==> src/rtl/bus_arbiter.sv <==
// Two-master round-robin arbiter for the 8-bit data / 16-bit address system bus.
// A grant is held until the owner drops cs; a watchdog force-terminates unacked accesses.
`timescale 1ns/1ps
module bus_arbiter #(
    parameter int         TIMEOUT  = 64,
    parameter logic [7:0] ERR_DATA = 8'hFF
) (
    input  logic        i_clk,
    input  logic        i_reset_n,
    input  logic [15:0] i_m0_addr,
    input  logic [7:0]  i_m0_dat,
    input  logic        i_m0_we,
    input  logic        i_m0_cs,
    output logic [7:0]  o_m0_dat,
    output logic        o_m0_ack,
    input  logic [15:0] i_m1_addr,
    input  logic [7:0]  i_m1_dat,
    input  logic        i_m1_we,
    input  logic        i_m1_cs,
    output logic [7:0]  o_m1_dat,
    output logic        o_m1_ack,
    output logic [15:0] o_addr,
    output logic [7:0]  o_dat,
    output logic        o_we,
    output logic        o_cs,
    input  logic [7:0]  i_dat,
    input  logic        i_ack,
    output logic [1:0]  o_grant,
    output logic        o_timeout
);

    typedef enum logic [1:0] {
        IDLE = 2'd0,
        OWN0 = 2'd1,
        OWN1 = 2'd2
    } state_t;

    localparam logic [7:0] WD_LAST = 8'(TIMEOUT - 1);

    state_t     r_state;
    logic       r_last;
    logic [7:0] r_wdCount;
    logic       r_armed;
    logic [1:0] r_grant;

    logic       w_ownCs;
    logic       w_fire;

    // r_armed marks the forced-termination cycle. o_cs is dropped for that whole cycle
    // (not only when i_ack stays low) so o_cs never depends combinationally on i_ack.
    always_comb begin
        w_ownCs   = 1'b0;
        w_fire    = 1'b0;
        o_addr    = 16'h0000;
        o_dat     = 8'h00;
        o_we      = 1'b0;
        o_cs      = 1'b0;
        o_m0_dat  = 8'h00;
        o_m0_ack  = 1'b0;
        o_m1_dat  = 8'h00;
        o_m1_ack  = 1'b0;
        case (r_state)
            OWN0: begin
                w_ownCs  = i_m0_cs;
                w_fire   = r_armed & ~i_ack;
                o_addr   = i_m0_addr;
                o_dat    = i_m0_dat;
                o_we     = i_m0_we;
                o_cs     = i_m0_cs & ~r_armed;
                o_m0_ack = i_ack | r_armed;
                o_m0_dat = w_fire ? ERR_DATA : i_dat;
            end
            OWN1: begin
                w_ownCs  = i_m1_cs;
                w_fire   = r_armed & ~i_ack;
                o_addr   = i_m1_addr;
                o_dat    = i_m1_dat;
                o_we     = i_m1_we;
                o_cs     = i_m1_cs & ~r_armed;
                o_m1_ack = i_ack | r_armed;
                o_m1_dat = w_fire ? ERR_DATA : i_dat;
            end
            default: begin
            end
        endcase
        o_timeout = w_fire;
        o_grant   = r_grant;
    end

    always_ff @(posedge i_clk or negedge i_reset_n) begin
        if (!i_reset_n) begin
            r_state   <= IDLE;
            r_last    <= 1'b1;
            r_wdCount <= 8'd0;
            r_armed   <= 1'b0;
            r_grant   <= 2'b00;
        end else begin
            r_armed <= 1'b0;
            case (r_state)
                IDLE: begin
                    r_wdCount <= 8'd0;
                    if (i_m0_cs && (!i_m1_cs || r_last)) begin
                        r_state <= OWN0;
                        r_grant <= 2'b01;
                        r_last  <= 1'b0;
                    end else if (i_m1_cs) begin
                        r_state <= OWN1;
                        r_grant <= 2'b10;
                        r_last  <= 1'b1;
                    end
                end
                OWN0, OWN1: begin
                    // Past the first two branches o_cs is high and no ack has arrived.
                    if (!w_ownCs) begin
                        r_state   <= IDLE;
                        r_grant   <= 2'b00;
                        r_wdCount <= 8'd0;
                    end else if (i_ack || r_armed) begin
                        r_wdCount <= 8'd0;
                    end else if (r_wdCount == WD_LAST) begin
                        r_armed   <= 1'b1;
                        r_wdCount <= 8'd0;
                    end else begin
                        r_wdCount <= r_wdCount + 8'd1;
                    end
                end
                default: begin
                    r_state <= IDLE;
                    r_grant <= 2'b00;
                end
            endcase
        end
    end

endmodule

==> config.mk <==
export PLATFORM = sky130hd
export DESIGN_NAME = bus_arbiter
export DESIGN_NICKNAME = d
export VERILOG_FILES = /design/src/rtl/bus_arbiter.sv
export SDC_FILE = /design/constraint.sdc
export NUM_CORES = 1
export LEC_CHECK = 0
export ABC_AREA = 1
export BUFFER_PORTS_ARGS = -buffer_cell sky130_fd_sc_hd__clkbuf_2
export CORE_MARGIN = 5
export CORE_UTILIZATION = 35
export CTS_CLUSTER_DIAMETER = 50
export DETAILED_ROUTE_END_ITERATION = 10
export GPL_ROUTABILITY_DRIVEN = 0
export PLACE_DENSITY = 0.76
export SLEW_MARGIN = 30
export SYNTH_ARGS = -nofsm -noshare
export SYNTH_HDL_FRONTEND = slang
export SYNTH_SLANG_ARGS = --single-unit
==> constraint.sdc <==
create_clock -name i_clk -period 1.4 [get_ports i_clk]
set_clock_uncertainty 0.2 [all_clocks]
set_input_delay 0.07 -clock i_clk [delete_from_list [all_inputs] [get_ports i_clk]]
set_output_delay 0.07 -clock i_clk [all_outputs]
set_load 0.02 [all_outputs]
==> out/metrics.yaml, run 1 <==
synth_cells: 210
clock-sinks: 12
dp_hpwl_mm: 4.128
worstEndpointGrtRepair: "o_cs"
firstError: "[ERROR DPL-0038] Utilization greater than 100%, impossible to legalize"
worstEndpointType: "output port"
h-tree-depth: 1
yosysSeqAreaShare: 0.2377
haltStage: "global routing"
die_h_um: 70.21
synth_top_family_by_area: "simple AND/OR/NAND/NOR gates"
dp_worst_setup_slack_ns: -0.2897
grt_max_degree: 17
die_w_um: 70.21
syn_nets: 278
ys_types: 28
synthTopCellsByCount: "nand2_1, a21oi_1, inv_1"
synthTopCellsByArea: "dfrtp_1, nand2_1, a21oi_1"
synthMuxAreaShare: 0
yosysWarnings: 0
root_buffer: "clkbuf_4"
yosys.area.top_type_share: 0.2170
syn-cell-area_um2: 1269
cts_buffer_depth: 2
synth_top_area_cell: "dfrtp_1"
port_buffers: 109
synthArstFlopShare: 1.000
synth-simple-area-share: 0.3501
synth_xor_xnor_area_share: 0.01381
ios: 110
synth_compound_area_frac: 0.2278
synth_edf_count: 0
status: "did not finish"
synth.most_common_cell: "nand2_1"
synth-seq-cells: 12
syn_area_per_cell_um2: 6.042
initial_core_util: 0.3714
yosys_most_used_dff: "dfrtp_1"
cts_buffers: 3
synth_fa_ha_area_frac: 0.04931
rows: 21
[logic make-up after synthesis]
family / count (synthesis)
AND/OR/NAND/NOR: 101
AO/OA/AOI/OAI: 53
buffers and inverters: 37
flip-flops: 12
adder cells (fa/ha/maj): 5
XOR/XNOR: 2
[per-stage QoR]
| stage | hold WS (ns) | instances | instance area [µm²] | setup TNS (ns) |
|---|---|---|---|---|
| 2_1_floorplan | -0.4256 | 210 | 1804 | -7.679 |
| 3_3_place_gp | -0.2407 | 383 | 2582 | -9.470 |
| 3_5_place_dp | -0.2399 | 383 | 2582 | -11.32 |
| 4_1_cts | 0.007939 | 393 | 3214 | -21.63 |
[repair_timing]
| action | 4_1_cts |
|---|---|
| gates resized for setup | 128 |
| setup endpoints to repair | 56 |
| pin swaps | 8 |
| endpoints found under the hold margin | 14 |
| hold buffers | 3 |
| buffers inserted | 3 |
==> run 2, diff against run 1 <==
--- a/config.mk
+++ b/config.mk
@@ -9,10 +9,9 @@
 export BUFFER_PORTS_ARGS = -buffer_cell sky130_fd_sc_hd__clkbuf_2
 export CORE_MARGIN = 5
 export CORE_UTILIZATION = 35
-export CTS_CLUSTER_DIAMETER = 50
 export DETAILED_ROUTE_END_ITERATION = 10
 export GPL_ROUTABILITY_DRIVEN = 0
-export PLACE_DENSITY = 0.76
+export PLACE_DENSITY_LB_ADDON = 0.15
 export SLEW_MARGIN = 30
 export SYNTH_ARGS = -nofsm -noshare
 export SYNTH_HDL_FRONTEND = slang
==> constraint.sdc (replaced) <==
create_clock -name i_clk -period 1.8 [get_ports i_clk]
set_clock_uncertainty 0.2 [all_clocks]
set_input_delay 0.09 -clock i_clk [delete_from_list [all_inputs] [get_ports i_clk]]
set_output_delay 0.09 -clock i_clk [all_outputs]
set_load 0.02 [all_outputs]
==> out/metrics.yaml, run 2 <==
worstSetupPathType: "register to output pin"
track_usage: 0.1727
areaGrowthSynthToFinish_pct: 86.98
status: "finished with violations"  # was did not finish
syn_nets: 278  # unchanged
routedWlPerCell_um: 12.59
pwr-share-seq: 0.105
cts_buffers: 3  # unchanged
timing.final.crit_period_ns: 1.824
clock_power_share: 0.053
rsz0062_at_grt: "true"
synth_edf_count: 0  # unchanged
mostFrequentLayoutCell: "clkbuf_2"
combPwrFrac: 0.842
crit_fanout: 7
synth_cells: 210  # unchanged
drt-total-wl_mm: 4.747
p_leak_nw: 1.204
yosys.area.top_type_share: 0.2170  # unchanged
fin_nets: 400
swShare: 0.5201
port_buffers: 109  # unchanged
power_density_nw_per_um2: 1347
clock_latency_ns: 0.27
grt_first_pass_wirelength_mm: 7.196
dr_total_vias: 1776
fillers: 294
worst_hold_slack_ns: 0.03019
dr.pass1.iters: 4
synthArstFlopShare: 1.000  # unchanged
cap_violations: 0
synth.most_common_cell: "nand2_1"  # unchanged
tightestPinTransition_ns: 0.3691
initial_core_util: 0.3714  # unchanged
crit_path_start_kind: "register"
layout_common_cells: "clkbuf_2, nand2_1, buf_4"
maxSlewHeadroom: 0.7531
setup_violations: 1
grt_overflow: 0
h-tree-depth: 1  # unchanged
rows: 21  # unchanged
regArea_um2: 301.5
largest_reg_flops: 8
ys_types: 28  # unchanged
end_kind: "output pin"
antenna_found_initial: 0
drt_iter0_markers: 56
cts_buffer_depth: 2  # unchanged
synthTopCellsByArea: "dfrtp_1, nand2_1, a21oi_1"  # unchanged
yosysSeqAreaShare: 0.2377  # unchanged
largest-register: "r_wdCount"
root_buffer: "clkbuf_4"  # unchanged
fmax_mhz: 548.2
synth-seq-cells: 12  # unchanged
synthTopCellsByCount: "nand2_1, a21oi_1, inv_1"  # unchanged
die_w_um: 70.21  # unchanged
synth_top_area_cell: "dfrtp_1"  # unchanged
fin_ws_ns: -0.02404
die_h_um: 70.21  # unchanged
internal-power_w: 0.001534
dieArea_um2: 4929
dp_hpwl_mm: 3.562  # was 4.128 mm
clock-sinks: 12  # unchanged
core_region_area_um2: 3416
multiInputGateArea_um2: 989.7
cp.arrival_ns: 1.53
path_clk_slew_ns: 0.08
syn-cell-area_um2: 1269  # unchanged
grt_pass1_vias: 1597
slew_violations: 0
hold_class: "input pin to asynchronous set/reset pin"
drive_above_1_share: 0.5710
vias_per_cell: 4.711
grt_max_degree: 28
period_share: 1.013
drc: 0
p_sw_w: 0.001662
diodes: 0
peakVddDrop_mv: 0.8671
rrSetupSlack_ns: 0.12
power_w: 0.003196
hold_viol_final: 0
syn_area_per_cell_um2: 6.042  # unchanged
cts_tree: "built"
yosysWarnings: 0  # unchanged
violations: "negative setup slack"
yosys_most_used_dff: "dfrtp_1"  # unchanged
crit_required_ns: 1.51
antenna_left: 0
ios: 110  # unchanged
setup_tns_ns: -0.02404
## run 2: cell counts after synthesis
No cell type changed its count.
## run 2: kinds of logic after synthesis
| group | after synthesis | share of synthesized area |
|---|---|---|
| compound gates | 53 | 0.2278 |
| xor+xnor | 2 | 0.01381 |
| flops | 12 | 0.2377 |
| simple gates | 101 | 0.3501 |
| fa+ha+maj | 5 | 0.04931 |
| buf+inv | 37 | 0.1213 |
## run 2: cell type report
class,instances,share of cell area
timing repair buffer,127,0.3750
multi-input combinational,161,0.4172
inverter,27,0.04536
sequential,12,0.1271
tap,46,0.02426
clock buffer,4,0.01108
## run 2: path summary, 6_finish.rpt
check,depth (start not counted),startpoint,end
min,2,i_reset_n,r_wdCount[6]
max,6,o_grant[0],o_dat[2]
min in group i_clk,6,i_ack,r_armed
max reg2reg,7,o_grant[0],r_wdCount[4]
max in group asynchronous,2,i_reset_n,r_last
min reg2reg,2,r_last,r_last
## run 2: through the flow
stage                     setup WS [ns]  instance area [µm²]  cells    util
after floorplan                -0.06525                 1274    210       -
after global placement          0.05265                 1897    363  0.5553
after detailed placement        0.04360                 1897    363  0.5553
after CTS                      -0.05497                 2076    374  0.6077
after global routing            -0.1071                 2372    377  0.6945
final                          -0.02404                 2372    377  0.6945
## run 2: power groups by stage
stage | registers, W | clock network, W | logic, W
6_report | 0.000335 | 0.000170 | 0.00269
5_1_grt | 0.000339 | 0.000198 | 0.00289
4_1_cts | 0.000335 | 0.000180 | 0.00219
3_5_place_dp | 0.000345 | 0 | 0.00193
2_1_floorplan | 0.000370 | 0 | 0.00121
3_3_place_gp | 0.000346 | 0 | 0.00193
## run 2: per-layer routing
metal | track usage | share of wire
met4 | 0.03617 | 0.011
met2 | 0.3064 | 0.50
met1 | 0.2054 | 0.41
met3 | 0.05022 | 0.078
met5 | 0 | 0
## run 2: critical path, cell delays in order, from the launching register on
cell       delay, ns
dfrtp_1         0.39
inv_2           0.11
ha_4            0.22
clkbuf_16       0.17
nand2_1         0.06
a21oi_2         0.16
buf_6           0.14
## run 2: timing repair
action                                  4_1_cts  5_1_grt
gates cloned                                  0        1
endpoints found under the hold margin        14        0
buffers inserted                              4        2
resized for setup                            26      119
endpoints found under the setup margin       45       44
pin swaps                                     1        7
hold buffers                                  3        0
Power figures use the tool's default switching activity.
==> run 3, diff against run 2 <==
--- a/config.mk
+++ b/config.mk
@@ -5,11 +5,10 @@
 export SDC_FILE = /design/constraint.sdc
 export NUM_CORES = 1
 export LEC_CHECK = 0
-export ABC_AREA = 1
 export BUFFER_PORTS_ARGS = -buffer_cell sky130_fd_sc_hd__clkbuf_2
-export CORE_MARGIN = 5
-export CORE_UTILIZATION = 35
+export CORE_AREA = 5 5 66 68
 export DETAILED_ROUTE_END_ITERATION = 10
+export DIE_AREA = 0 0 71 73
 export GPL_ROUTABILITY_DRIVEN = 0
 export PLACE_DENSITY_LB_ADDON = 0.15
 export SLEW_MARGIN = 30
==> out/metrics.yaml, run 3 <==
die_h_um: 73  # was 70.21 µm
fillers: 320  # was 294
slew_violations: 0  # unchanged
timing.final.crit_period_ns: 1.818  # was 1.824 ns
synthArstFlopShare: 1.000  # unchanged
grt_first_pass_wirelength_mm: 7.127  # was 7.196 mm
dieArea_um2: 5183  # was 4929 µm²
p_leak_nw: 1.146  # was 1.204 nW
track_usage: 0.1670  # was 0.1727
die_w_um: 71  # was 70.21 µm
largest-register: "r_wdCount"  # unchanged
antenna_found_initial: 0  # unchanged
synthTopCellsByArea: "dfrtp_1, a22oi_1, nor2b_1"  # was dfrtp_1, nand2_1, a21oi_1
largest_reg_flops: 8  # unchanged
fin_ws_ns: -0.01841  # was -0.02404 ns
clock_latency_ns: 0.24  # was 0.27 ns
clock-sinks: 12  # unchanged
path_clk_slew_ns: 0.06  # was 0.08 ns
h-tree-depth: 1  # unchanged
synth_cells: 159  # was 210
setup_violations: 1  # unchanged
tightestPinTransition_ns: 0.3918  # was 0.3691 ns
diodes: 0  # unchanged
cp.arrival_ns: 1.53  # about the same
drc: 0  # unchanged
crit_path_start_kind: "register"  # unchanged
drt-total-wl_mm: 4.872  # was 4.747 mm
dr_total_vias: 1633  # was 1776
synth_edf_count: 0  # unchanged
syn-cell-area_um2: 1242  # was 1269 µm²
ios: 110  # unchanged
dr.pass1.iters: 4  # unchanged
crit_fanout: 6  # was 7
mostFrequentLayoutCell: "clkbuf_2"  # unchanged
synth.most_common_cell: "nor2b_1"  # was nand2_1
routedWlPerCell_um: 14.72  # was 12.59 µm
vias_per_cell: 4.934  # was 4.711
power_density_nw_per_um2: 1344  # was 1347 nW/µm²
cts_tree: "built"  # unchanged
peakVddDrop_mv: 0.8518  # was 0.8671 mV
layout_common_cells: "clkbuf_2, buf_4, nor2b_2"  # was clkbuf_2, nand2_1, buf_4
cts_buffers: 3  # unchanged
drive_above_1_share: 0.6762  # was 0.5710
syn_nets: 227  # was 278
hold_class: "input pin to register"  # was input pin to asynchronous set/reset pin
initial_core_util: 0.3271  # was 0.3714
synth_top_area_cell: "dfrtp_1"  # unchanged
grt_overflow: 0  # unchanged
worstSetupPathType: "register to output pin"  # unchanged
rows: 23  # was 21
maxSlewHeadroom: 0.7388  # was 0.7531
synth-seq-cells: 12  # unchanged
areaGrowthSynthToFinish_pct: 99.70  # was 86.98%
yosys_most_used_dff: "dfrtp_1"  # unchanged
drt_iter0_markers: 73  # was 56
core_region_area_um2: 3799  # was 3416 µm²
fin_nets: 350  # was 400
period_share: 1.010  # was 1.013
yosysWarnings: 0  # unchanged
yosysSeqAreaShare: 0.2427  # was 0.2377
fmax_mhz: 549.9  # was 548.2 MHz
yosys.area.top_type_share: 0.2216  # was 0.2170
violations: "negative setup slack"  # unchanged
ys_types: 31  # was 28
status: "finished with violations"  # unchanged
cts_buffer_depth: 2  # unchanged
antenna_left: 0  # unchanged
hold_viol_final: 0  # unchanged
fin_util: 0.6532  # was 0.6945
grt_max_degree: 23  # was 28
rsz0062_at_grt: "true"  # unchanged
root_buffer: "clkbuf_8"  # was clkbuf_4
dp_hpwl_mm: 3.548  # was 3.562 mm
crit_required_ns: 1.51  # about the same
cap_violations: 0  # unchanged
syn_area_per_cell_um2: 7.814  # was 6.042 µm²
grt_pass1_vias: 1502  # was 1597
end_kind: "output pin"  # unchanged
port_buffers: 109  # unchanged
power_w: 0.003335  # was 0.003196 W
synthTopCellsByCount: "nor2b_1, a22oi_1, o21a_1"  # was nand2_1, a21oi_1, inv_1
==> run 3: cell count changes in the layout (fill, tap and decap cells not counted), sizes merged, moves of 5 or more <==
cell    change
a21oi      -41
inv        -19
clkbuf      +8
a22o        +5
a22oi      +25
nand2      -65
nor2b      +28
nor2        -9
o21a       +16
==> run 3: worst paths after layout <==
path / startpoint / end / slack [ns] / depth (start not counted)
worst min-delay path: i_ack / r_armed / 0.005 / 4
worst max register to register: r_wdCount[1] / r_wdCount[7] / 0.01 / 5
worst min register to register: r_wdCount[1] / r_wdCount[1] / 0.33 / 2
worst max-delay path: o_grant[0] / o_cs / -0.02 / 6
max in group asynchronous: i_reset_n / r_last / 1.04 / 2
min in group asynchronous: i_reset_n / r_wdCount[0] / 0.07 / 2
==> run 3: layer usage <==
layer	global-route usage	vias up	wire length (µm)
met5	0	-	0
met4	0.04593	0	44
met3	0.05096	5	371
met2	0.2678	68	2397
met1	0.2179	744	2058
li1	-	816	-
==> run 3: cells by family after synthesis <==
kind of cell	Yosys count	share of synthesized area
flops	12	0.2427
buf+inv	20	0.06445
xor+xnor	3	0.02115
fa+ha+maj	5	0.05035
mux	2	0.01712
compound gates	55	0.3243
simple gates	62	0.2800
==> run 3: cell type report <==
cell class                      count  area (µm²)  area share
Inverter                            6       27.53     0.01109
Clock buffer                        4       55.05     0.02219
Tap cell                           50       62.56     0.02521
Multi-Input combinational cell    127        1086      0.4377
Timing Repair Buffer              132       945.9      0.3812
Sequential cell                    12       304.0      0.1225
==> run 3: worst max-delay path: stages, from the launching register on <==
cell and delay (ns):
dfrtp_2 0.43, inv_4 0.06, ha_4 0.17, buf_8 0.13, mux2i_2 0.14, nor3b_2 0.17
buf_4 0.17
==> run 3: repair_timing <==
| item | 4_1_cts | 5_1_grt |
|---|---|---|
| hold buffers | 3 | 0 |
| pin swaps | 5 | 4 |
| setup buffers | 4 | 2 |
| cloned | 1 | 0 |
| endpoints found under the setup margin | 29 | 41 |
| endpoints found under the hold margin | 13 | 0 |
| gates resized for setup | 33 | 80 |
==> run 3: report_power, final <==
part           switching, W  internal, W  total [W]
sequential        0.0000473     0.000316   0.000363
clock              0.000108     0.000194   0.000302
combinational       0.00128      0.00139    0.00267
total               0.00143      0.00190    0.00333
==> run 3: per-stage QoR <==
step / area (µm²) / TNS (ns) / hold slack, ns / setup slack [ns] / instances
6_report: 2481 / -0.01841 / 0.004586 / -0.01841 / 331
5_1_grt: 2481 / -1.234 / 0.01603 / -0.08314 / 331
4_1_cts: 2296 / -0.5496 / 0.02224 / -0.06285 / 329
3_5_place_dp: 2019 / 0 / -0.1995 / 0.04553 / 318
3_3_place_gp: 2019 / 0 / -0.2004 / 0.07021 / 318
2_1_floorplan: 1368 / -0.4848 / -0.4056 / -0.03383 / 159
==> run 4, diff against run 3 <==
--- a/config.mk
+++ b/config.mk
@@ -10,8 +10,9 @@
 export DETAILED_ROUTE_END_ITERATION = 10
 export DIE_AREA = 0 0 71 73
 export GPL_ROUTABILITY_DRIVEN = 0
-export PLACE_DENSITY_LB_ADDON = 0.15
-export SLEW_MARGIN = 30
+export PLACE_DENSITY = 0.74
+export SKIP_CTS_REPAIR_TIMING = 1
+export SLEW_MARGIN = 20
 export SYNTH_ARGS = -nofsm -noshare
 export SYNTH_HDL_FRONTEND = slang
 export SYNTH_SLANG_ARGS = --single-unit
==> out/metrics.yaml, run 4 (synthesis results as in run 3) <==
status: "finished with violations"  # unchanged
violations: "negative setup slack"  # unchanged
dr_total_vias: 1745  # was 1633
drc: 0  # unchanged
drt-total-wl_mm: 5.494  # was 4.872 mm
vias_per_cell: 5.272  # was 4.934
dp_hpwl_mm: 3.483  # was 3.548 mm
hold_class: "input pin to register"  # unchanged
worstSetupPathType: "register to output pin"  # unchanged
antenna_left: 0  # unchanged
grt_pass1_vias: 1480  # was 1502
layout_common_cells: "clkbuf_2, buf_4, nor2b_2"  # unchanged
diodes: 0  # unchanged
power_w: 0.003471  # was 0.003335 W
h-tree-depth: 1  # unchanged
dr.pass1.iters: 4  # unchanged
grt_max_degree: 36  # was 23
place_area_um2: 2009  # was 2019 µm²
crit_fanout: 9  # was 6
cts_tree: "built"  # unchanged
largest_reg_flops: 8  # unchanged
cts_buffer_depth: 2  # unchanged
drt_iter0_markers: 69  # was 73
peakVddDrop_mv: 0.6729  # was 0.8518 mV
crit_required_ns: 1.51  # about the same
port_buffers: 109  # unchanged
crit_path_start_kind: "register"  # unchanged
maxSlewHeadroom: 0.7513  # was 0.7388
fmax_mhz: 542.4  # was 549.9 MHz
routedWlPerCell_um: 16.60  # was 14.72 µm
mostFrequentLayoutCell: "clkbuf_2"  # unchanged
rows: 23  # unchanged
postLayoutCellArea_um2: 2502  # was 2481 µm²
power_density_nw_per_um2: 1387  # was 1344 nW/µm²
setup_tns_ns: -0.3492  # was -0.01841 ns
fillers: 297  # was 320
fin_ws_ns: -0.04377  # was -0.01841 ns
track_usage: 0.1529  # was 0.1670
initial_core_util: 0.3271  # unchanged
rsz0062_at_grt: "true"  # unchanged
tightestPinTransition_ns: 0.3731  # was 0.3918 ns
fin_util: 0.6588  # was 0.6532
drive_above_1_share: 0.6833  # was 0.6762
core_region_area_um2: 3799  # unchanged
timing.final.crit_period_ns: 1.844  # was 1.818 ns
cts_buffers: 3  # unchanged
cp.arrival_ns: 1.55  # was 1.53 ns
root_buffer: "clkbuf_8"  # unchanged
dp_worst_setup_slack_ns: 0.01507  # was 0.04553 ns
slew_violations: 0  # unchanged
areaGrowthSynthToFinish_pct: 101.4  # was 99.70%
die_h_um: 73  # unchanged
dieArea_um2: 5183  # unchanged
die_w_um: 71  # unchanged
hold_viol_final: 0  # unchanged
end_kind: "output pin"  # unchanged
fin_nets: 350  # unchanged
period_share: 1.024  # was 1.010
grt_first_pass_wirelength_mm: 6.610  # was 7.127 mm
ios: 110  # unchanged
clock-sinks: 12  # unchanged
grt_overflow: 0  # unchanged
clock_latency_ns: 0.24  # about the same
cap_violations: 0  # unchanged
largest-register: "r_wdCount"  # unchanged
path_clk_slew_ns: 0.05  # was 0.06 ns
antenna_found_initial: 0  # unchanged
p_leak_nw: 1.161  # was 1.146 nW
setup_violations: 18  # was 1
run 4: changes by cell type in the layout (fill, tap and decap cells not counted), sizes merged:
cell	change
clkbuf	+5
buf	-4
dlygate4sd3	-1
run 4: power breakdown:
part	internal, W	total (W)	leakage, nW	switching (W)
Clock	0.000193	0.000286	0.0288	0.0000929
Sequential	0.000316	0.000366	0.159	0.0000497
Combinational	0.00147	0.00282	0.973	0.00135
Total	0.00198	0.00347	1.16	0.00150
run 4: final timing paths:
check                        startpoint      endpoint  slack (ns)  depth (start not counted)
max                          o_grant[0]          o_cs       -0.04                          6
min                             i_m0_cs        r_last        0.02                          4
max reg2reg                r_wdCount[1]  r_wdCount[7]       -0.02                          5
min reg2reg                      r_last        r_last        0.30                          2
max in group asynchronous     i_reset_n        r_last        1.05                          2
min in group asynchronous     i_reset_n  r_wdCount[6]        0.07                          2
run 4: worst max-delay path: stages, from the launching register on:
cell	delay (ns)
dfrtp_2	0.45
inv_4	0.10
ha_4	0.20
buf_12	0.14
mux2i_2	0.21
nor3b_2	0.06
buf_4	0.16
run 4: cell type report:
class                           count  area [µm²]  area share
Sequential cell                    12       304.0      0.1215
Tap cell                           50       62.56     0.02500
Clock buffer                        4       55.05     0.02200
Timing Repair Buffer              132       960.9      0.3840
Inverter                            6       27.53     0.01100
Multi-Input combinational cell    127        1092      0.4365
run 4: metal layers:
layer	global-route usage	vias up	routed length, µm
met5	0	-	0
met4	0.03549	0	140
met3	0.04821	12	413
li1	-	819	-
met2	0.2904	76	2958
met1	0.1646	838	1982
run 4: stage by stage:
step / hold slack, ns / std cells
3_3_place_gp: -0.2098 / 315
2_1_floorplan: -0.4056 / 159
3_5_place_dp: -0.2035 / 315
5_1_grt: 0.04114 / 331
4_1_cts: -0.4574 / 319
6_report: 0.01729 / 331
